$ cat src/rtl/song_sequencer.sv
// Song-playback sequencer: tempo timer, beat ticks, shifter pulse and renderer handshake.
// Define SONG_LOOP_EN to make the song repeat until stopSong instead of ending in DONE.
module song_sequencer #(
    parameter int unsigned SONG_LEN    = 64,
    parameter int unsigned CNT_W       = 8,
    parameter int unsigned BEAT_PERIOD = 16
) (
    input  logic             clock,
    input  logic             resetn,
    input  logic             startSong,
    input  logic             stopSong,
    input  logic             pause,
    input  logic             drawDone,
    output logic             shiftSong,
    output logic             beatIncremented,
    output logic             drawReq,
    output logic             songDone,
    output logic             busy,
    output logic             overrun,
    output logic [CNT_W-1:0] songCounter
);

    localparam int unsigned TimerW = $clog2(BEAT_PERIOD);
    localparam logic [TimerW-1:0] TimerReload = TimerW'(BEAT_PERIOD - 1);
    localparam logic [CNT_W-1:0] SongLenC = CNT_W'(SONG_LEN);

    typedef enum logic [2:0] {
        StIdle,
        StStart,
        StWaitBeat,
        StShift,
        StDraw,
        StWaitDraw,
        StDone
    } state_e;

    state_e             state_q, state_d;
    logic [TimerW-1:0]  timer_q, timer_d;
    logic [CNT_W-1:0]   count_q, count_d;
    logic               pending_q, pending_d;
    logic               overrun_q, overrun_d;
    logic               timer_run;
    logic               tick;

    always_ff @(posedge clock or negedge resetn) begin
        if (!resetn) begin
            state_q   <= StIdle;
            timer_q   <= TimerReload;
            count_q   <= '0;
            pending_q <= 1'b0;
            overrun_q <= 1'b0;
        end else begin
            state_q   <= state_d;
            timer_q   <= timer_d;
            count_q   <= count_d;
            pending_q <= pending_d;
            overrun_q <= overrun_d;
        end
    end

    always_comb begin
        state_d         = state_q;
        timer_d         = timer_q;
        count_d         = count_q;
        pending_d       = pending_q;
        overrun_d       = overrun_q;
        shiftSong       = 1'b0;
        beatIncremented = 1'b0;
        drawReq         = 1'b0;
        songDone        = 1'b0;

        timer_run = state_q inside {StWaitBeat, StShift, StDraw, StWaitDraw};
        tick      = timer_run && (timer_q == '0) && !pause;

        if (timer_run && !pause) begin
            timer_d = tick ? TimerReload : timer_q - 1'b1;
        end
        // Only one beat of slack: a tick while pending is already set is simply lost.
        if (tick && (state_q != StWaitBeat)) begin
            overrun_d = 1'b1;
            pending_d = 1'b1;
        end

        unique case (state_q)
            StIdle: begin
                if (startSong && !stopSong) begin
                    state_d = StStart;
                end
            end
            StStart: begin
                count_d   = '0;
                timer_d   = TimerReload;
                overrun_d = 1'b0;
                pending_d = 1'b0;
                state_d   = StWaitBeat;
            end
            StWaitBeat: begin
                if (tick || pending_q) begin
                    pending_d = 1'b0;
                    state_d   = StShift;
                end
            end
            StShift: begin
                shiftSong = 1'b1;
                state_d   = StDraw;
            end
            StDraw: begin
                beatIncremented = 1'b1;
                count_d         = count_q + 1'b1;
                state_d         = StWaitDraw;
            end
            StWaitDraw: begin
                drawReq = 1'b1;
                if (drawDone) begin
                    if (count_q == SongLenC) begin
`ifdef SONG_LOOP_EN
                        songDone = 1'b1;
                        count_d  = '0;
                        state_d  = StWaitBeat;
`else
                        state_d  = StDone;
`endif
                    end else if (pending_q) begin
                        pending_d = 1'b0;
                        state_d   = StShift;
                    end else begin
                        state_d = StWaitBeat;
                    end
                end
            end
            StDone: begin
`ifndef SONG_LOOP_EN
                songDone = 1'b1;
`endif
                state_d = StIdle;
            end
            default: state_d = StIdle;
        endcase

        // Abort wins over every transition; the beat count is frozen where it stood.
        if (stopSong && (state_q != StIdle)) begin
            state_d  = StIdle;
            count_d  = count_q;
            songDone = 1'b0;
        end
    end

    assign busy        = (state_q != StIdle);
    assign overrun     = overrun_q;
    assign songCounter = count_q;

endmodule
$ cat config.mk
export PLATFORM = sky130hd
export DESIGN_NAME = song_sequencer
export DESIGN_NICKNAME = d
export VERILOG_FILES = /design/src/rtl/song_sequencer.sv
export SDC_FILE = /design/constraint.sdc
export NUM_CORES = 1
export LEC_CHECK = 0
export BUFFER_PORTS_ARGS = -buffer_cell sky130_fd_sc_hd__buf_2
export CAP_MARGIN = 20
export CORE_MARGIN = 2
export CORE_UTILIZATION = 40
export DETAILED_ROUTE_END_ITERATION = 12
export PLACE_DENSITY_LB_ADDON = 0.25
export SLEW_MARGIN = 15
export SYNTH_ARGS = -nofsm -noshare
export SYNTH_HDL_FRONTEND = slang
export SYNTH_SLANG_ARGS = --single-unit
$ cat constraint.sdc
create_clock -name clock -period 1.7 [get_ports clock]
set_input_delay 0.17 -clock clock [delete_from_list [all_inputs] [get_ports clock]]
set_output_delay 0.17 -clock clock [all_outputs]
set_load 0.02 [all_outputs]
After elaboration in Yosys (flattened, before gate mapping)

Cells that the tools add are included.

Bits in registers: 17
Input bits: 6
Output and inout port bits: 14
Word-level logic and storage cells: 61

$add $sub $neg: 2
Equal/unequal tests: 11
Muxes and demuxes: 24
Bitwise logic cells: 1
Reduce and logical (&&, ||, !) cells: 18

Operators with widths:

| cell                  | number |
|---|---|
| $pmux W3 S6           | 1 |
| $pmux W8 S2           | 1 |
| $mux W3               | 5 |
| $mux W1               | 13 |
| $mux W4               | 3 |
| $eq A3 B3 Y1 const B  | 3 |
| $add A8 B1 Y8 const B | 1 |
| $eq A8 B7 Y1 const B  | 1 |
| $eq A3 B2 Y1 const B  | 2 |
| $logic_and A1 B1 Y1   | 6 |
| $ne A3 B2 Y1 const B  | 2 |
| $reduce_bool A2 Y1    | 3 |
| $logic_not A4 Y1      | 1 |
| $reduce_bool A4 Y1    | 1 |
| $sub A4 B1 Y4 const B | 1 |
| $eq A3 B1 Y1 const B  | 1 |
| $logic_not A3 Y1      | 1 |
| $ne A3 B1 Y1 const B  | 1 |
| $ne A3 B3 Y1 const B  | 1 |
| $pmux W1 S3           | 1 |
| $reduce_and A3 Y1     | 1 |
| $reduce_bool A3 Y1    | 1 |
| $logic_not A1 Y1      | 2 |
| $reduce_and A2 Y1     | 1 |
| 2 further kinds       | 2 |

Depth between registers and ports, before layout

Gate-level depths: netlist of run 1.

Word-level depth: 10
Gate-level depth with buffers: 6
Gate-level depth less buffers: 6

Worst setup path after synthesis of run 1

OpenSTA, ideal clock, no wires.

Path type: register to register
From: register count_q[0], in the netlist songCounter[0]
To: register pending_q
Library setup time: 123 ps
Data arrival time: 1380 ps
Data required time: 1577 ps
Setup slack: 197 ps
Stages on the path, launching flop included: 7
Path buffers: 0
Clock period less this slack: 1503 ps
Cell sequence: dfrtp_1 inv_1 ha_1 and4bb_2 nand2_1 a31oi_1 o221a_2

Longest elaborated chain between the ends: 4

Ends and longest elaborated chain:

| what                   | RTL line | source |
|---|---|---|
| start, declared        | 39       | `logic [CNT_W-1:0] count_q, count_d;` |
| start signal, assigned | 55       | `count_q <= count_d;` |
| $eq A8 B7 Y1           | 115      | `if (count_q == SongLenC) begin` |
| $mux W1                | 115      |  |
| $mux W1                | 114      | `if (drawDone) begin` |
| $pmux W1 S3            | 84       | `unique case (state_q)` |
| via pending_d          | 40       | `logic pending_q, pending_d;` |
| end signal, assigned   | 56       | `pending_q <= pending_d;` |
| end, declared          | 40       |  |

The timed path passes the listed nets, and every way through them passes these cells.
A chain may end at the register's enable or synchronous reset.

Final worst setup path of run 1

From: register state_q[1]
To: output busy

Longest elaborated chain between the ends: 1

Ends and longest elaborated chain:

| what                   | RTL line | source |
|---|---|---|
| start, declared        | 37       | `state_e state_q, state_d;` |
| start signal, assigned | 47       | `state_q <= StIdle;` |
| start signal, assigned | 53       | `state_q <= state_d;` |
| $reduce_bool A3 Y1     | 148      | `assign busy = (state_q != StIdle);` |
| end, declared          | 18       | `output logic busy,` |

Every way passes these cells.

==> results.json, run 1 <==
{
  "grt_usage_pct": 15.76,
  "io_buffers": 19,
  "dpl_cell_area_um2": 1239,
  "drc": 0,
  "fin_setup_tns_ns": 0,
  "coreArea_um2": 2734,
  "slew_violations": 0,
  "routed_wirelength_um": 2319,
  "die_x_um": 57.59,
  "finClkSkew_ns": 0.01410,
  "hold_ws_ns": 0.1857,
  "drive_above_1_share_pct": 31.47,
  "detailed_place_hpwl_um": 1657,
  "start_util_pct": 42.01,
  "synth_nets": 131,
  "vias": 946,
  "fmax_ghz": 0.6329,
  "synthToLayoutAreaGrowth_pct": 13.83,
  "grt_pass1_vias": 888,
  "clkLatencyLatePin_ns": 0.29,
  "run_status": "finished clean",
  "cap_viol_max_count": 0,
  "seq_area_frac_synth_pct": 37.47,
  "grt_max_degree": 18,
  "syn-mean-instance-area_um2": 9.415,
  "ir_worst_vdd_mv": 0.4106,
  "yosysMostFrequentCell": "dfrtp_1",
  "dieArea_um2": 3316,
  "fin_crit_ns": 1.580,
  "ys_warn_count": 0,
  "cts-root-buf": "clkbuf_4",
  "cts_tree": "yes",
  "power_leakage_uw": 0.0006221,
  "ys_top_cells_by_count": "dfrtp_1, nor2_1, nand2_1",
  "num_rows": 19,
  "worst_ep_required_time_ns": 1.53,
  "htree_levels": 1,
  "synthDominantCellAreaShare_pct": 28.32,
  "power_uw": 1036,
  "clkSinkCount": 17,
  "reg2reg_from": "songCounter[0]",
  "first_pass_iters": 4,
  "diodes": 0,
  "synth_area_leader_cell": "dfrtp_1",
  "cp-startpoint": "state_q[1]",
  "antenna_found_initial": 0,
  "rsz0062_at_grt": "no",
  "hold_path.class": "in -> reg",
  "gp_congestion": 0.8213,
  "wl_per_cell_um": 13.33,
  "syn_area_um2": 1149,
  "path_clk_slew_ns": 0.12,
  "fin_nets": 153,
  "synth_edf_count": 0,
  "synth_ff_type": "dfrtp_1",
  "setup_slack_ns": 0.1200,
  "fin_area_um2": 1308,
  "async_reset_ff_share_pct": 100.0,
  "vias_per_cell": 5.437,
  "worst_setup_path_start_kind": "flip-flop",
  "slew_headroom_pct": 73.27,
  "die_y_um": 57.59,
  "setup_violations": 0,
  "drt_iter0_markers": 25,
  "hold_viol_final": 0,
  "ant_nets": 0,
  "grt_pass1_wl_um": 4064,
  "io_pins": 20,
  "clockBufferDepth": 2,
  "worstSetupPathType": "reg -> out",
  "ys_ff_latch": 17,
  "syn_inst": 122,
  "worst_ep_arrival_time_ns": 1.41,
  "synth_cell_types": 44,
  "period_share_pct": 92.94,
  "synth.area.top_cells": "dfrtp_1, dfstp_2, buf_6",
  "grt.overflow.total": 0,
  "dp_slack_ns": 0.1432,
  "hold_start": "stopSong",
  "power_density_nw_per_um2": 792.6,
  "numCtsBuffers": 3,
  "cp-end-kind": "primary output",
  "tightest_slew_ns": 0.4009,
  "worstPathMaxFanout": 17
}
[cell usage in the layout (no fill, tap or decap), types with 2 or more instances in the layout]
cell and instances:
buf_2 19, nor2_1 12, dfrtp_1 10, nand2_1 8, o21ai_0 7, a21oi_1 7
nand2b_1 6, nor3_1 5, xor2_1 5, inv_1 4, nand4_1 4, buf_4 4
dfstp_2 4, and3_1 3, a31oi_1 3, ha_1 3, clkbuf_4 3, dfrtp_2 3
xor2_2 2, nor2b_1 2, o211ai_1 2, o31ai_1 2
[worst max-delay path: stages (launching register included)]
cell     delay [ns]
dfrtp_2        0.55
or3_1          0.40
buf_2          0.16
[sequential cells by signal, indices dropped and copies added (netlist names)]
name,count
state_q,3
timer_q,4
songCounter,8
overrun,1
pending_q,1
[repair_timing]
item / in CTS / in global routing
resized for setup: 3 / 0
hold endpoints to repair: 13 / 0
cloned: 0 / 0
pin swaps: 0 / 0
buffers inserted: 0 / 2
endpoints found under the setup margin: 4 / 1
hold buffers: 1 / 0
[report_power, final]
group,leakage (uW),switching [uW],internal [uW]
logic,0.000395,167,126
clock network,0.0000177,137,87.3
registers,0.000210,72.3,447
[kinds of logic after synthesis]
family | count (synthesis) | synth area share (%)
simple gates | 51 | 25.38
flops | 17 | 37.47
compound gates | 30 | 19.06
buf+inv | 13 | 7.406
fa+ha+maj | 3 | 3.268
xor+xnor | 8 | 7.407
[per-layer routing]
metal	GRT usage, %	routed length [um]	up-vias
li1	-	-	478
met1	23.50	1111	438
met2	22.89	1042	28
met3	2.721	148	2
met4	5.648	16	0
met5	0	0	-
[worst paths after layout]
path | endpoint | slack (ns) | depth (start not counted)
worst max-delay path | busy | 0.12 | 2
max in group asynchronous | timer_q[1] | 1.04 | 2
worst min-delay path | state_q[1] | 0.19 | 2
worst max register to register | pending_q | 0.19 | 6
min in group asynchronous | songCounter[2] | 0.32 | 2
worst min register to register | timer_q[1] | 0.54 | 2
[cell type report]
| type | count | area [um^2] |
|---|---|---|
| timing repair buffer | 25 | 155.1 |
| tap | 31 | 38.79 |
| clock buffer | 3 | 22.52 |
| fill | 251 | 1426 |
| multi-input combinational | 92 | 633.1 |
| sequential | 17 | 434.2 |
| inverter | 5 | 18.77 |
| clock inverter | 1 | 5.005 |
[through the flow]
stage | util (%) | std cells
floorplan | - | 122
global placement | 45.31 | 167
detailed placement | 45.31 | 167
CTS | 46.82 | 172
global route | 47.83 | 174
finish | 47.83 | 174
Power figures use the tool's default switching activity.
==> inputs of run 2 (changes only) <==
--- a/config.mk
+++ b/config.mk
@@ -8,7 +8,7 @@
 export BUFFER_PORTS_ARGS = -buffer_cell sky130_fd_sc_hd__buf_2
 export CAP_MARGIN = 20
 export CORE_MARGIN = 2
-export CORE_UTILIZATION = 40
+export CORE_UTILIZATION = 49
 export DETAILED_ROUTE_END_ITERATION = 12
 export PLACE_DENSITY_LB_ADDON = 0.25
 export SLEW_MARGIN = 15
==> constraint.sdc (replaced) <==
create_clock -name clock -period 1.45 [get_ports clock]
set_input_delay 0.145 -clock clock [delete_from_list [all_inputs] [get_ports clock]]
set_output_delay 0.145 -clock clock [all_outputs]
set_load 0.02 [all_outputs]
==> results.json, run 2 (same netlist as run 1, synthesis figures left out) <==
{
  "gr-usage-met3_pct": 3.143,
  "coreArea_um2": 2212,
  "setup_slack_ns": -0.03854,
  "fin_crit_ns": 1.489,
  "numCtsBuffers": 3,
  "clkSinkCount": 17,
  "hold_viol_final": 0,
  "cp_common_cell": "buf_6",
  "cts_tree": "yes",
  "grt_max_degree": 18,
  "mostFrequentLayoutCells": "buf_4, buf_2, nor2_1",
  "cap_viol_max_count": 0,
  "critPathSlowestCell": "dfrtp_2",
  "power_density_nw_per_um2": 917.5,
  "power_leakage_uw": 0.0007101,
  "finClkSkew_ns": 0.003370,
  "die_y_um": 52.42,
  "die_x_um": 52.42,
  "path_clk_slew_ns": 0.10,
  "drc": 0,
  "io_buffers": 19,
  "rsz0062_at_grt": "yes",
  "final_cells": 189,
  "start_util_pct": 51.92,
  "fmax_ghz": 0.6718,
  "detailed_place_hpwl_um": 1684,
  "dieArea_um2": 2747,
  "synthToLayoutAreaGrowth_pct": 36.27,
  "use_met2_pct": 35.83,
  "slew_violations": 0,
  "num_rows": 17,
  "drt_iter0_markers": 26,
  "diodes": 0,
  "vias": 1034,
  "slew_headroom_pct": 73.26,
  "n_fill_cell": 171,
  "grt.overflow.total": 0,
  "cp-startpoint": "state_q[1]",
  "cts-root-buf": "clkbuf_4",
  "grt.met1_usage_pct": 27.62,
  "hold_path.class": "in -> reg",
  "drive_above_1_share_pct": 47.83,
  "cp-end-kind": "primary output",
  "ir_worst_vdd_mv": 0.6320,
  "worstPathMaxFanout": 3,
  "gp_congestion": 0.8597,
  "tightest_slew_ns": 0.4010,
  "hold_start": "stopSong",
  "layout_commonest_cell": "buf_4",
  "power_uw": 1436,
  "htree_levels": 1,
  "final_core_util_pct": 70.76,
  "grt.busiest_layer": "met2",
  "first_pass_iters": 4,
  "worst_setup_path_start_kind": "flip-flop",
  "period_share_pct": 102.7,
  "grt_pass1_vias": 970,
  "run_status": "finished, violations left",
  "ant_nets": 0,
  "cp_cell_sequence": "buf_6 > or3_4 > buf_6",
  "grt_usage_pct": 21.45,
  "largest_register_ffs": 8,
  "cp_slowest_stage_delay_ns": 0.43,
  "worst_ep_required_time_ns": 1.31,
  "wl_per_cell_um": 14.70,
  "clkLatencyLatePin_ns": 0.28,
  "critPathTopFamily": "flip-flops",
  "worst_ep_arrival_time_ns": 1.34,
  "vias_per_cell": 5.471,
  "grt_pass1_wl_um": 4374,
  "dp.cells": 171,
  "routed_wirelength_um": 2778,
  "reg2reg_from": "songCounter[1]",
  "multi_input_area_um2": 713.2,
  "ff_latch_area_um2": 436.7,
  "cp.buffers_inverters": 2,
  "worstSetupPathType": "reg -> out",
  "antenna_found_initial": 0,
  "clockBufferDepth": 2,
  "violations": "negative setup slack",
  "fin_nets": 171,
  "io_pins": 20,
  "setup_violations": 2
}
[run 2: cell types whose count changed in the layout (fill, tap and decap cells not counted), sizes merged]
cell    previous run  this run
clkbuf             3         4
buf               24        42
clkinv             1         0
[run 2: final timing paths]
kind / to / slack [ns] / depth (start not counted)
worst max-delay path: busy / -0.04 / 3
worst min-delay path: state_q[1] / 0.19 / 2
worst max register to register: pending_q / -0.01 / 6
worst min register to register: songCounter[7] / 0.56 / 2
max in group asynchronous: timer_q[0] / 0.82 / 2
min in group asynchronous: songCounter[0] / 0.31 / 2
[run 2: area by class of cell]
class                   instances  area share [%]
clock buffers                   4           1.679
inverters                       5           1.199
multi-input cells              92           45.56
flip-flops and latches         17           27.90
well taps                      28           2.238
repair buffers                 43           21.42
[run 2: power by group]
part / leakage, uW / internal [uW] / switching (uW)
Clock: 0.0000150 / 107 / 145
Sequential: 0.000209 / 528 / 53.8
Combinational: 0.000487 / 304 / 299
Total: 0.000710 / 938 / 498
[run 2: through the flow]
| step | setup slack [ns] | TNS, ns | cell area (um^2) | hold slack (ns) |
|---|---|---|---|---|
| detailed placement | -0.01795 | -0.01795 | 1290 | 0.09040 |
| global route | -0.06716 | -0.3255 | 1565 | 0.2131 |
| floorplan | 0.02793 | 0 | 1151 | -0.1506 |
| CTS | -0.02928 | -0.02928 | 1459 | 0.1691 |
| finish | -0.03854 | -0.04663 | 1565 | 0.1947 |
| global placement | 0.002696 | 0 | 1290 | 0.09105 |
[run 2: metal layers]
layer | vias to the layer above | share of wire (%)
met2 | 27 | 51
li1 | 513 | -
met5 | - | 0
met1 | 485 | 44
met3 | 9 | 3.1
met4 | 0 | 2.4
[run 2: repair_timing]
item                                   4_1_cts  5_1_grt
hold buffers                                 1        0
endpoints found under the hold margin       13        0
resized for setup                           18       20
setup buffers                                9        4
cloned                                       0        0
setup endpoints to repair                    6       13
pin swaps                                    1       10
[run 2: worst reg2reg max path: stages, from the launching register on]
cell and delay [ns]:
dfrtp_2 0.44, inv_2 0.06, ha_1 0.19, and4bb_2 0.23, nand2_2 0.08, a31oi_1 0.08
o221a_2 0.27
==> inputs of run 3 (changes only) <==
--- a/config.mk
+++ b/config.mk
@@ -5,10 +5,11 @@
 export SDC_FILE = /design/constraint.sdc
 export NUM_CORES = 1
 export LEC_CHECK = 0
+export ABC_AREA = 1
 export BUFFER_PORTS_ARGS = -buffer_cell sky130_fd_sc_hd__buf_2
 export CAP_MARGIN = 20
 export CORE_MARGIN = 2
-export CORE_UTILIZATION = 49
+export CORE_UTILIZATION = 48
 export DETAILED_ROUTE_END_ITERATION = 12
 export PLACE_DENSITY_LB_ADDON = 0.25
 export SLEW_MARGIN = 15
==> results.json, run 3 <==
{
  "fmax_ghz": 0.6848,
  "power_leakage_uw": 0.0007498,
  "setup_slack_ns": -0.01021,
  "rsz0062_at_grt": "yes",
  "grt_pass1_wl_um": 4119,
  "synth_edf_count": 0,
  "synth_area_leader_cell": "dfrtp_1",
  "clkLatencyLatePin_ns": 0.29,
  "first_pass_iters": 6,
  "routed_wirelength_um": 2622,
  "drt_iter0_markers": 24,
  "grt_max_degree": 18,
  "dp.cells": 193,
  "syn_inst": 142,
  "io_pins": 20,
  "combPwrFrac_pct": 52.7,
  "layout_commonest_cell": "nand2_1",
  "synth_nets": 151,
  "ff_latch_area_um2": 434.2,
  "synthDominantCellAreaShare_pct": 30.48,
  "cp-startpoint": "timer_q[0]",
  "cp_common_cell": "inv_2",
  "n_fill_cell": 187,
  "intPower_uw": 1147,
  "tightest_slew_ns": 0.3873,
  "reg2reg_from": "timer_q[0]",
  "seq_area_frac_synth_pct": 40.33,
  "start_util_pct": 49.68,
  "dieArea_um2": 2617,
  "run_status": "finished, violations left",
  "io_buffers": 19,
  "vias": 1093,
  "cts_tree": "yes",
  "cts-root-buf": "clkbuf_4",
  "dpl_cell_area_um2": 1227,
  "synth_cell_types": 28,
  "die_y_um": 51.16,
  "r2r_slack_ns": -0.01,
  "wl_per_cell_um": 12.61,
  "async_reset_ff_share_pct": 100.0,
  "drive_above_1_share_pct": 37.22,
  "ff2ff_path_depth": 9,
  "multi_input_area_um2": 623.1,
  "cap_viol_max_count": 0,
  "setup_violations": 1,
  "yosysMostFrequentCell": "nand2_1",
  "fin_area_um2": 1428,
  "syn-mean-instance-area_um2": 7.516,
  "fin_nets": 190,
  "ys_top_cells_by_count": "nand2_1, inv_1, nand3_1",
  "ant_nets": 0,
  "grt.overflow.total": 0,
  "htree_levels": 1,
  "critPathSlowestCell": "dfstp_2",
  "ys_warn_count": 0,
  "mostFrequentLayoutCells": "nand2_1, buf_2, inv_1",
  "detailed_place_hpwl_um": 1864,
  "drc": 0,
  "final_cells": 208,
  "diodes": 0,
  "period_share_pct": 100.7,
  "synth_ff_type": "dfrtp_1",
  "whs_endpoint": "state_q[0]",
  "cp_cell_sequence": "inv_2 > ha_4 > inv_2 > nor3_4 > nand2_4 > a21oi_4 > nand3_2 > nand2_2 > inv_1",
  "slew_headroom_pct": 74.18,
  "worstPathMaxFanout": 3,
  "whs_path_depth": 4,
  "pwr-share-clk_pct": 12.2,
  "sw_frac_of_total_pct": 46.18,
  "largest_register_ffs": 8,
  "finClkSkew_ns": 0.001442,
  "worstSetupPathType": "reg -> reg",
  "clkSinkCount": 17,
  "syn_area_um2": 1067,
  "antenna_found_initial": 0,
  "gp_congestion": 0.9447,
  "ir_worst_vdd_mv": 1.033,
  "synth.area.top_cells": "dfrtp_1, nand2_1, dfstp_2",
  "ys_ff_latch": 17,
  "synthToLayoutAreaGrowth_pct": 33.76,
  "reg2reg_to": "state_q[1]",
  "grt_pass1_vias": 994,
  "hold_path.class": "in -> reg",
  "clockBufferDepth": 2,
  "numCtsBuffers": 3,
  "path_clk_slew_ns": 0.10,
  "worst_setup_path_start_kind": "flip-flop",
  "die_x_um": 51.16,
  "p_sw_uw": 984.1,
  "worst_ep_required_time_ns": 1.65,
  "cp_slowest_stage_delay_ns": 0.39,
  "slew_violations": 0,
  "violations": "negative setup slack",
  "power_density_nw_per_um2": 1493,
  "hold_viol_final": 0,
  "num_rows": 17,
  "grt_usage_pct": 21.12,
  "worst_ep_arrival_time_ns": 1.66,
  "vias_per_cell": 5.255,
  "cp-end-kind": "flip-flop",
  "fin_crit_ns": 1.460,
  "hold_start": "drawDone",
  "coreArea_um2": 2148,
  "p_seq_share_pct": 35.2
}
## run 3: logic make-up (layout without fill, tap and decap cells)
logic type,count (synthesis),in the layout,share of synthesized area (%)
DFF,17,17,40.33
xor gates and xnor gates,3,3,2.462
adders and majority gates,3,3,3.517
buffers and inverters,22,60,7.973
and+or+nand+nor,84,84,37.52
AOI/OAI and AO/OA,13,13,8.207
## run 3: layout make-up
cell class,count,area share (%)
Clock buffer,3,1.578
Clock inverter,1,0.3506
Inverter,22,5.960
Multi-Input combinational cell,103,43.65
Sequential cell,17,30.41
Tap cell,28,2.454
Timing Repair Buffer,34,15.60
## run 3: worst max-delay path by stage
stage / endpoint / slack, ns / depth (start not counted)
detailed placement: state_q[1] / -0.09 / 9
global route: beatIncremented / -0.07 / 4
floorplan: songCounter[7] / 0.04 / 7
finish: state_q[1] / -0.01 / 9
global placement: state_q[1] / 0.04 / 9
CTS: busy / -0.0008 / 3
## run 3: what timing repair did
item / in CTS / in global routing
buffers inserted: 2 / 8
hold endpoints to repair: 13 / 0
setup endpoints to repair: 8 / 10
pin swaps: 1 / 7
hold buffers: 1 / 0
gates resized for setup: 10 / 15
## run 3: power groups by stage
stage                     combinational [uW]  clock [uW]  sequential [uW]
after floorplan                          609           0              735
after detailed placement                 887           0              723
after CTS                                940         261              730
final                                   1120         260              749
after global placement                   851           0              724
after global routing                    1240         282              759
## run 3: layer usage
layer | vias to the layer above | wire (um) | global-route usage (%)
met4 | 0 | 36 | 11.26
met2 | 38 | 1347 | 34.63
met3 | 5 | 162 | 3.509
met1 | 512 | 1076 | 26.52
met5 | - | 0 | 0
li1 | 538 | - | -
## run 3: stage by stage
step	setup TNS, ns	hold WS [ns]	setup WS, ns	power, uW	utilization [%]
after floorplan	0	-0.1506	0.04391	1344	-
after global placement	0	0.08558	0.04279	1575	57.13
after detailed placement	-0.1698	0.08954	-0.08655	1610	57.13
after CTS	-0.0007919	0.1506	-0.0007919	1930	61.04
after global routing	-0.3542	0.1898	-0.07155	2281	66.45
final	-0.01021	0.1604	-0.01021	2131	66.45
## run 3: critical path, delay by kind of cell, from the launching register on
kind            cells  cell delay, ns
fa+ha+maj           1            0.14
compound gates      1            0.19
flops               1            0.39
buf+inv             3            0.15
simple gates        4            0.50
